### src/rtl/tinysoc_pkg.sv
// Shared types and constants for the tinysoc boot path.
package tinysoc_pkg;

    localparam int IMEM_ADDR_W = 12;
    localparam int IMEM_DATA_W = 16;

    typedef enum logic [2:0] {
        LEN_LO,
        LEN_HI,
        DATA_LO,
        DATA_HI,
        DONE
    } loaderState_t;

    typedef enum logic [1:0] {
        RX_IDLE,
        RX_START,
        RX_DATA,
        RX_STOP
    } rxState_t;

endpackage

### src/rtl/uart_rx.sv
// 8N1 UART receiver: synchronised input, mid-bit sampling, glitch and framing detection.
module uart_rx
    import tinysoc_pkg::*;
#(
    parameter int CLKS_PER_BIT = 104
) (
    input  logic       clk,
    input  logic       rst,
    input  logic       rx,
    output logic [7:0] dataByte,
    output logic       byteValid,
    output logic       frameErr
);

    localparam int CNT_W = $clog2(CLKS_PER_BIT + 1);
    localparam logic [CNT_W-1:0] HALF_END = CNT_W'(CLKS_PER_BIT / 2 - 1);
    localparam logic [CNT_W-1:0] BIT_END  = CNT_W'(CLKS_PER_BIT - 1);

    rxState_t         state;
    logic             rxMeta;
    logic             rxSync;
    logic             rxPrev;
    logic [CNT_W-1:0] clkCnt;
    logic [2:0]       bitIdx;
    logic [7:0]       shiftReg;

    always_ff @(posedge clk) begin
        if (rst) begin
            // Idle-high reset values keep the edge detector from seeing a false start.
            rxMeta    <= 1'b1;
            rxSync    <= 1'b1;
            rxPrev    <= 1'b1;
            state     <= RX_IDLE;
            clkCnt    <= '0;
            bitIdx    <= '0;
            shiftReg  <= '0;
            dataByte  <= '0;
            byteValid <= 1'b0;
            frameErr  <= 1'b0;
        end else begin
            rxMeta    <= rx;
            rxSync    <= rxMeta;
            rxPrev    <= rxSync;
            byteValid <= 1'b0;
            frameErr  <= 1'b0;
            case (state)
                RX_IDLE: begin
                    if (rxPrev && !rxSync) begin
                        state  <= RX_START;
                        clkCnt <= '0;
                    end
                end
                RX_START: begin
                    if (clkCnt == HALF_END) begin
                        clkCnt <= '0;
                        bitIdx <= '0;
                        state  <= rxSync ? RX_IDLE : RX_DATA;
                    end else begin
                        clkCnt <= clkCnt + CNT_W'(1);
                    end
                end
                RX_DATA: begin
                    if (clkCnt == BIT_END) begin
                        clkCnt   <= '0;
                        shiftReg <= {rxSync, shiftReg[7:1]};
                        bitIdx   <= bitIdx + 3'd1;
                        if (bitIdx == 3'd7) state <= RX_STOP;
                    end else begin
                        clkCnt <= clkCnt + CNT_W'(1);
                    end
                end
                RX_STOP: begin
                    if (clkCnt == BIT_END) begin
                        clkCnt <= '0;
                        state  <= RX_IDLE;
                        if (rxSync) begin
                            dataByte  <= shiftReg;
                            byteValid <= 1'b1;
                        end else begin
                            frameErr <= 1'b1;
                        end
                    end else begin
                        clkCnt <= clkCnt + CNT_W'(1);
                    end
                end
                default: state <= RX_IDLE;
            endcase
        end
    end

endmodule

### src/rtl/uart_loader.sv
// Boot loader: receives a length-prefixed 16-bit image over UART and writes it to instruction memory.
module uart_loader
    import tinysoc_pkg::*;
#(
    parameter int CLKS_PER_BIT = 104,
    parameter int MAX_WORDS    = 4096
) (
    input  logic                   clk,
    input  logic                   rst,
    input  logic                   rx,
    output logic [IMEM_ADDR_W-1:0] w_addr,
    output logic [IMEM_DATA_W-1:0] din,
    output logic                   w_en,
    output logic                   cpu_rst,
    output logic                   done,
    output logic                   error
);

    localparam logic [15:0] MAX_LEN = 16'(MAX_WORDS);

    loaderState_t state;
    logic [15:0]  len;
    logic [12:0]  wordCnt;
    logic [7:0]   rxByte;
    logic         byteValid;
    logic         frameErr;

    uart_rx #(
        .CLKS_PER_BIT(CLKS_PER_BIT)
    ) rxInst (
        .clk      (clk),
        .rst      (rst),
        .rx       (rx),
        .dataByte (rxByte),
        .byteValid(byteValid),
        .frameErr (frameErr)
    );

    always_ff @(posedge clk) begin
        if (rst) begin
            state   <= LEN_LO;
            len     <= '0;
            wordCnt <= '0;
            din     <= '0;
            w_addr  <= '0;
            w_en    <= 1'b0;
            cpu_rst <= 1'b1;
            done    <= 1'b0;
            error   <= 1'b0;
        end else begin
            w_en <= 1'b0;
            if (w_en) begin
                // Write cycle: advance the counter and decide completion after the strobe.
                wordCnt <= wordCnt + 13'd1;
                if ({3'b000, wordCnt} == len - 16'd1) begin
                    state   <= DONE;
                    cpu_rst <= 1'b0;
                    done    <= 1'b1;
                end else begin
                    state <= DATA_LO;
                end
            end else if (frameErr && state != DONE) begin
                error   <= 1'b1;
                state   <= LEN_LO;
                wordCnt <= '0;
            end else if (byteValid) begin
                case (state)
                    LEN_LO: begin
                        len[7:0] <= rxByte;
                        state    <= LEN_HI;
                    end
                    LEN_HI: begin
                        len[15:8] <= rxByte;
                        if ({rxByte, len[7:0]} == 16'd0) begin
                            state   <= DONE;
                            cpu_rst <= 1'b0;
                            done    <= 1'b1;
                        end else if ({rxByte, len[7:0]} > MAX_LEN) begin
                            error   <= 1'b1;
                            state   <= DONE;
                            cpu_rst <= 1'b0;
                            done    <= 1'b1;
                        end else begin
                            wordCnt <= '0;
                            state   <= DATA_LO;
                        end
                    end
                    DATA_LO: begin
                        din[7:0] <= rxByte;
                        state    <= DATA_HI;
                    end
                    DATA_HI: begin
                        din[15:8] <= rxByte;
                        w_addr    <= wordCnt[11:0];
                        w_en      <= 1'b1;
                    end
                    default: ;
                endcase
            end
        end
    end

endmodule

### config.mk
export PLATFORM = sky130hd
export DESIGN_NAME = uart_loader
export DESIGN_NICKNAME = d
export VERILOG_FILES = /design/src/rtl/tinysoc_pkg.sv /design/src/rtl/uart_rx.sv /design/src/rtl/uart_loader.sv
export SDC_FILE = /design/constraint.sdc
export NUM_CORES = 1
export LEC_CHECK = 0
export CAP_MARGIN = 20
export CORE_UTILIZATION = 24
export DETAILED_ROUTE_END_ITERATION = 16
export GPL_ROUTABILITY_DRIVEN = 1
export SKIP_CTS_REPAIR_TIMING = 1
export SYNTH_ARGS = -nofsm -noshare
export SYNTH_HDL_FRONTEND = slang
export SYNTH_HIERARCHICAL = 1
export SYNTH_SLANG_ARGS = --single-unit
### constraint.sdc
create_clock -name clk -period 5.2 [get_ports clk]
set_clock_uncertainty 0.2 [all_clocks]
set_input_delay 1.3 -clock clk [delete_from_list [all_inputs] [get_ports clk]]
set_output_delay 1.3 -clock clk [all_outputs]
set_load 0.005 [all_outputs]
### Word-level counts from Yosys, hierarchy flattened

Cells that the tools add are included.

* register bits after elaboration: 97
* bits of input ports: 3
* output and inout port bits: 32
* logic and storage cells: 131

* add/subtract/negate cells: 4
* order comparisons: 1
* mux-type cells: 48
* bitwise gates (word level): 5
* equal/unequal tests: 21
* reductions and logical operators: 31

Operator list (count)
* $mux W13: 6
* $mux W3: 8
* $mux W1: 21
* $mux W7: 3
* $pmux W7 S3: 1
* $reduce_and A4 Y1: 5
* $eq A13 B16 Y1: 1
* $gt A16 B13 Y1 const B: 1
* $logic_not A16 Y1: 1
* $sub A16 B1 Y16 const B: 1
* $reduce_and A5 Y1: 3
* $add A13 B1 Y13 const B: 1
* $mux W2: 6
* $ne A2 B1 Y1 const B: 6
* $reduce_bool A2 Y1: 6
* $ne A3 B3 Y1 const B: 3
* $pmux W3 S3: 1
* $reduce_bool A3 Y1: 3
* $pmux W2 S4: 1
* $add A7 B1 Y7 const B: 1
* $eq A7 B6 Y1 const B: 1
* $eq A7 B7 Y1 const B: 1
* $eq A3 B2 Y1 const B: 2
* $pmux W3 S2: 1
* 17 further kinds: 26

### Logic depth before layout (Yosys ltp)

* depth in word-level cells: 7
* depth in mapped cells: 11
* gate-level depth less buffers: 8

### Modules after synthesis

Netlist, hierarchy kept.

By module, submodules not included
* uart_loader: cells an instance 373, sequential area each 1281.2 µm², instances 1, area each 3241.9 µm²
* uart_rx: cells an instance 161, sequential area each 660.6 µm², instances 1, area each 1521.5 µm²

### Worst setup path before layout

Ideal clock, no wire load.

* kind: flip-flop to flip-flop
* start: reg len[0]
* end: reg cpu_rst
* period minus slack after synthesis: 2570 ps
* arrival: 2254 ps
* setup time: 116 ps
* data required time: 4884 ps
* buffers on the path: 1
* cell stages (with the launch flop): 10
* setup slack: 2630 ps
* cells stage by stage: dfxtp_1 -> clkbuf_1 -> inv_1 -> ha_1 -> nor2b_1 -> o311ai_0 -> o211ai_1 -> a2111oi_2 -> nand4_1 -> a31o_2

* cells in the longest elaborated chain, start to end: 6
* elaborated cells on any way between the ends: 12
* those cells by class: add/sub: 1; order compare: 1; eq/ne: 2; mux: 5; reduce/logical: 3

RTL lines
* from (decl): line uart_loader.sv:22 `logic [15:0] len;`
* from (signal assigned): line uart_loader.sv:69 `len[7:0] <= rxByte;`
* branches (longest 6 deep; another with $sub A16 B1 Y16)
* to (signal assigned): line uart_loader.sv:57 `cpu_rst <= 1'b0;`
* to (signal assigned): line uart_loader.sv:76 `cpu_rst <= 1'b0;`
* to (signal assigned): line uart_loader.sv:81 `cpu_rst <= 1'b0;`
* to (decl): line uart_loader.sv:14 `output logic cpu_rst,`

Several ways; the timed one is not identified. The select of a mux whose other input is x is not followed.
A chain may end at the register's enable or synchronous reset.

### Final worst setup path

* start: reg len[2]
* end: reg wordCnt[12]

* cells in the longest elaborated chain, start to end: 3
* elaborated cells on any way between the ends: 5
* those cells by class: order compare: 1; eq/ne: 2; reduce/logical: 2

RTL lines
* $gt A16 B13 Y1 or $logic_not A16 Y1 (tied branches): line uart_loader.sv:78, uart_loader.sv:74
* $ne A3 B3 Y1 (no line)
* $reduce_and A4 Y1 (no line) (*)
* to (signal assigned): line uart_loader.sv:54 `wordCnt <= wordCnt + 13'd1;`
* to (decl): line uart_loader.sv:23 `logic [12:0] wordCnt;`

Mark *: on every way between the ends. The rest lies on a longest branch, timed or not.

==> run metrics <==
Initial DRT Pass Iterations 5; cell row count between 50 and 60; maxcap violations 0; Slew Limit Headroom 30.5%; routed vias/inst 4.60; vias in the first global route approximately 3400; min Tclk post-route roughly 3.2 ns; CP Capture Type flip-flop; most common library cells after synthesis dfxtp_1, nor2_1, mux2i_1; initial antenna violation count 0; Final Setup Violations 0; CTS clock-pin slew for the worst setup and hold paths 0.07 ns; HP Start rxInst/rxMeta$_SDFF_PP1_; Yosys top cell by area dfxtp_1; reg2reg start len[2]$_SDFFE_PP0P_; worst-path fanout max 19; Final period util between 60% and 70%; clk_lat worst skew 0.35 ns; share of cells above drive strength 1 between 7 and 8%; Overall Global Routing Usage 11.0%; PwrDens between 200 and 300 nW/um^2; R2R cell count 6; CP peak stage delay 0.82 ns; Worst-Margin Slew 1.04 ns; DR DRC count 0; Final Hold Vio Count 0; Detail Route Antenna Nets 0; total CTS buffers 9; min-delay worst type reg2reg; final non-filler cell total approximately 800; Yosys reg bits 97; total vias in the final route 3751; htree depth 3; outcome completed; chip height 143 um; Final Hold Slack 0.220 ns; nets@finish between 500 and 600; sequential area share after synthesis 40.8%; GP Congestion slightly below 0.8; Worst EP arrival 3.22 ns; P&R area growth vs syn 17.2%; number of antenna repair diodes 0; Max Fclk 317 MHz; die area 20400 um^2; most common cell in the netlist dfxtp_1; Reg2Reg Setup Slack 2.05 ns; most area-consuming cells after synthesis dfxtp_1, mux2i_1, nor2_1; Min-Delay Endpoint rxInst/rxSync$_SDFF_PP1_; FF+latch area 1940 um^2; max-slew violations 0; post-synth top area share 40.8%; wire per inst 12.9 um; largest net degree at the start of global routing 44; drt total wl 10.5 mm; Post-Route Utilization 28.7%; first-pass GRT wire length ~17 mm; ys flop type dfxtp_1; GR Overflow Total 0; hpwl dp 7.38 mm; Port Buf Inserts 34; maximum clock path buffer count 2; cells along the critical path nor4_4 -> nand4_1 -> and3_4 -> a21oi_2 -> o21bai_1 -> a21oi_1; I/O pins 35; Leak Pwr ~2.1 nW; VDD IR max around 0.18 mV; placed insts 800; Netlist cell types 61; Filler cells just over 2000; DR iter-0 viols 204; CTS tree built; Mean Syn Cell Area between 8 and 9 um^2; Initial Utilization 24.5%; Synthesized Nets 544; RSZ-0062 raised after global routing no; Post-synth EDFFs 0; startpoint types flip-flop; root cell of the clock tree clkbuf_16; Core Area 19500 um^2; die width 143 um; crit path max-delay cell type nor4_4; post-synthesis async set-or-reset flop share 0%; Yosys warning count 6; Gate Count Post-Synth 534; FF-to-FF End wordCnt[12]$_SDFFE_PP0P_; Netlist Area Pre-Place 4760 um^2; Setup TNS 0 ns; WP data required 5.27 ns; WS Path Type reg2reg; area of the multi-input gates 2600 um^2; clock sinks between 90 and 100; Worst Hold Path Cells 1; Total Power 0.00142 W
critical path, delay by kind of cell, from the launching register on:
family,cells,cell delay (ns)
flip-flops,1,0.41
AO/OA/AOI/OAI,3,1.17
AND/OR/NAND/NOR,3,1.30
flip-flops by register name, summed over array words and instances (netlist names), 3 cells and up, named ones only:
| register | count |
|---|---|
| state | 3 |
| din | 16 |
| wordCnt | 13 |
| rxInst/bitIdx | 3 |
| rxInst/shiftReg | 8 |
| rxInst/dataByte | 8 |
| w_addr | 12 |
| rxInst/clkCnt | 7 |
| len | 16 |
through the flow:
stage               setup slack [ns]  cell area, um^2
finish                          2.05             5580
CTS                             2.07             5580
global placement                2.15             5290
detailed placement              2.08             5290
floorplan                       2.63             4760
global route                    1.72             5580
cell families (layout without fill, tap and decap cells):
logic type                 count (synthesis)  in the layout  synth area share [%]
AOI/OAI and AO/OA                        104            104                  14.3
xor gates and xnor gates                  17             17                  3.41
adders and majority gates                  7              7                  1.84
buffers and inverters                     51             68                  4.68
DFF                                       97             97                  40.8
muxes                                     54             54                  11.3
and+or+nand+nor                          204            204                  23.7
report_power, final:
group          internal, W  total [W]  switching [W]  leakage, nW
registers         0.000744   0.000747     0.00000293        0.782
clock network     0.000339   0.000653       0.000314        0.139
logic           0.00000721  0.0000237      0.0000165         1.14
routing by layer:
metal / GRT usage (%) / routed length (um) / vias to the layer above
li1: - / - / 1934
met1: 15.0 / 5340 / 1761
met2: 16.5 / 4720 / 50
met3: 2.25 / 315 / 6
met4: 4.98 / 149 / 0
met5: 0 / 0 / -
cells in the final DEF, fill, tap and decap left out, types with 8 or more instances in the layout:
cell type,count
nand4_1,10
nand2b_1,19
o21ai_0,20
clkdlybuf4s50_1,33
clkbuf_16,9
a21oi_1,33
nand2_1,26
xnor2_1,10
inv_1,14
nor2b_1,11
nor3_1,13
a31oi_1,9
nand3_1,8
dfxtp_1,97
mux2i_1,54
nor2_1,65
cell type report:
type	instances	share of cell area, %
sequential	97	34.8
clock inverter	7	1.28
inverter	15	1.01
tap	265	5.94
multi-input combinational	386	46.5
clock buffer	9	4.03
timing repair buffer	37	6.41
worst max path at each step:
stage,cells past startpoint,slack [ns],end,start
detailed placement,6,2.08,wordCnt[11]$_SDFFE_PP0P_,len[2]$_SDFFE_PP0P_
global route,6,1.72,wordCnt[7]$_SDFFE_PP0P_,len[2]$_SDFFE_PP0P_
floorplan,9,2.63,cpu_rst$_SDFFE_PP1P_,len[0]$_SDFFE_PP0P_
finish,6,2.05,wordCnt[12]$_SDFFE_PP0P_,len[2]$_SDFFE_PP0P_
global placement,6,2.15,wordCnt[3]$_SDFFE_PP0P_,len[2]$_SDFFE_PP0P_
CTS,6,2.07,wordCnt[12]$_SDFFE_PP0P_,len[2]$_SDFFE_PP0P_
No activity file was read; power rests on OpenSTA's default activity.
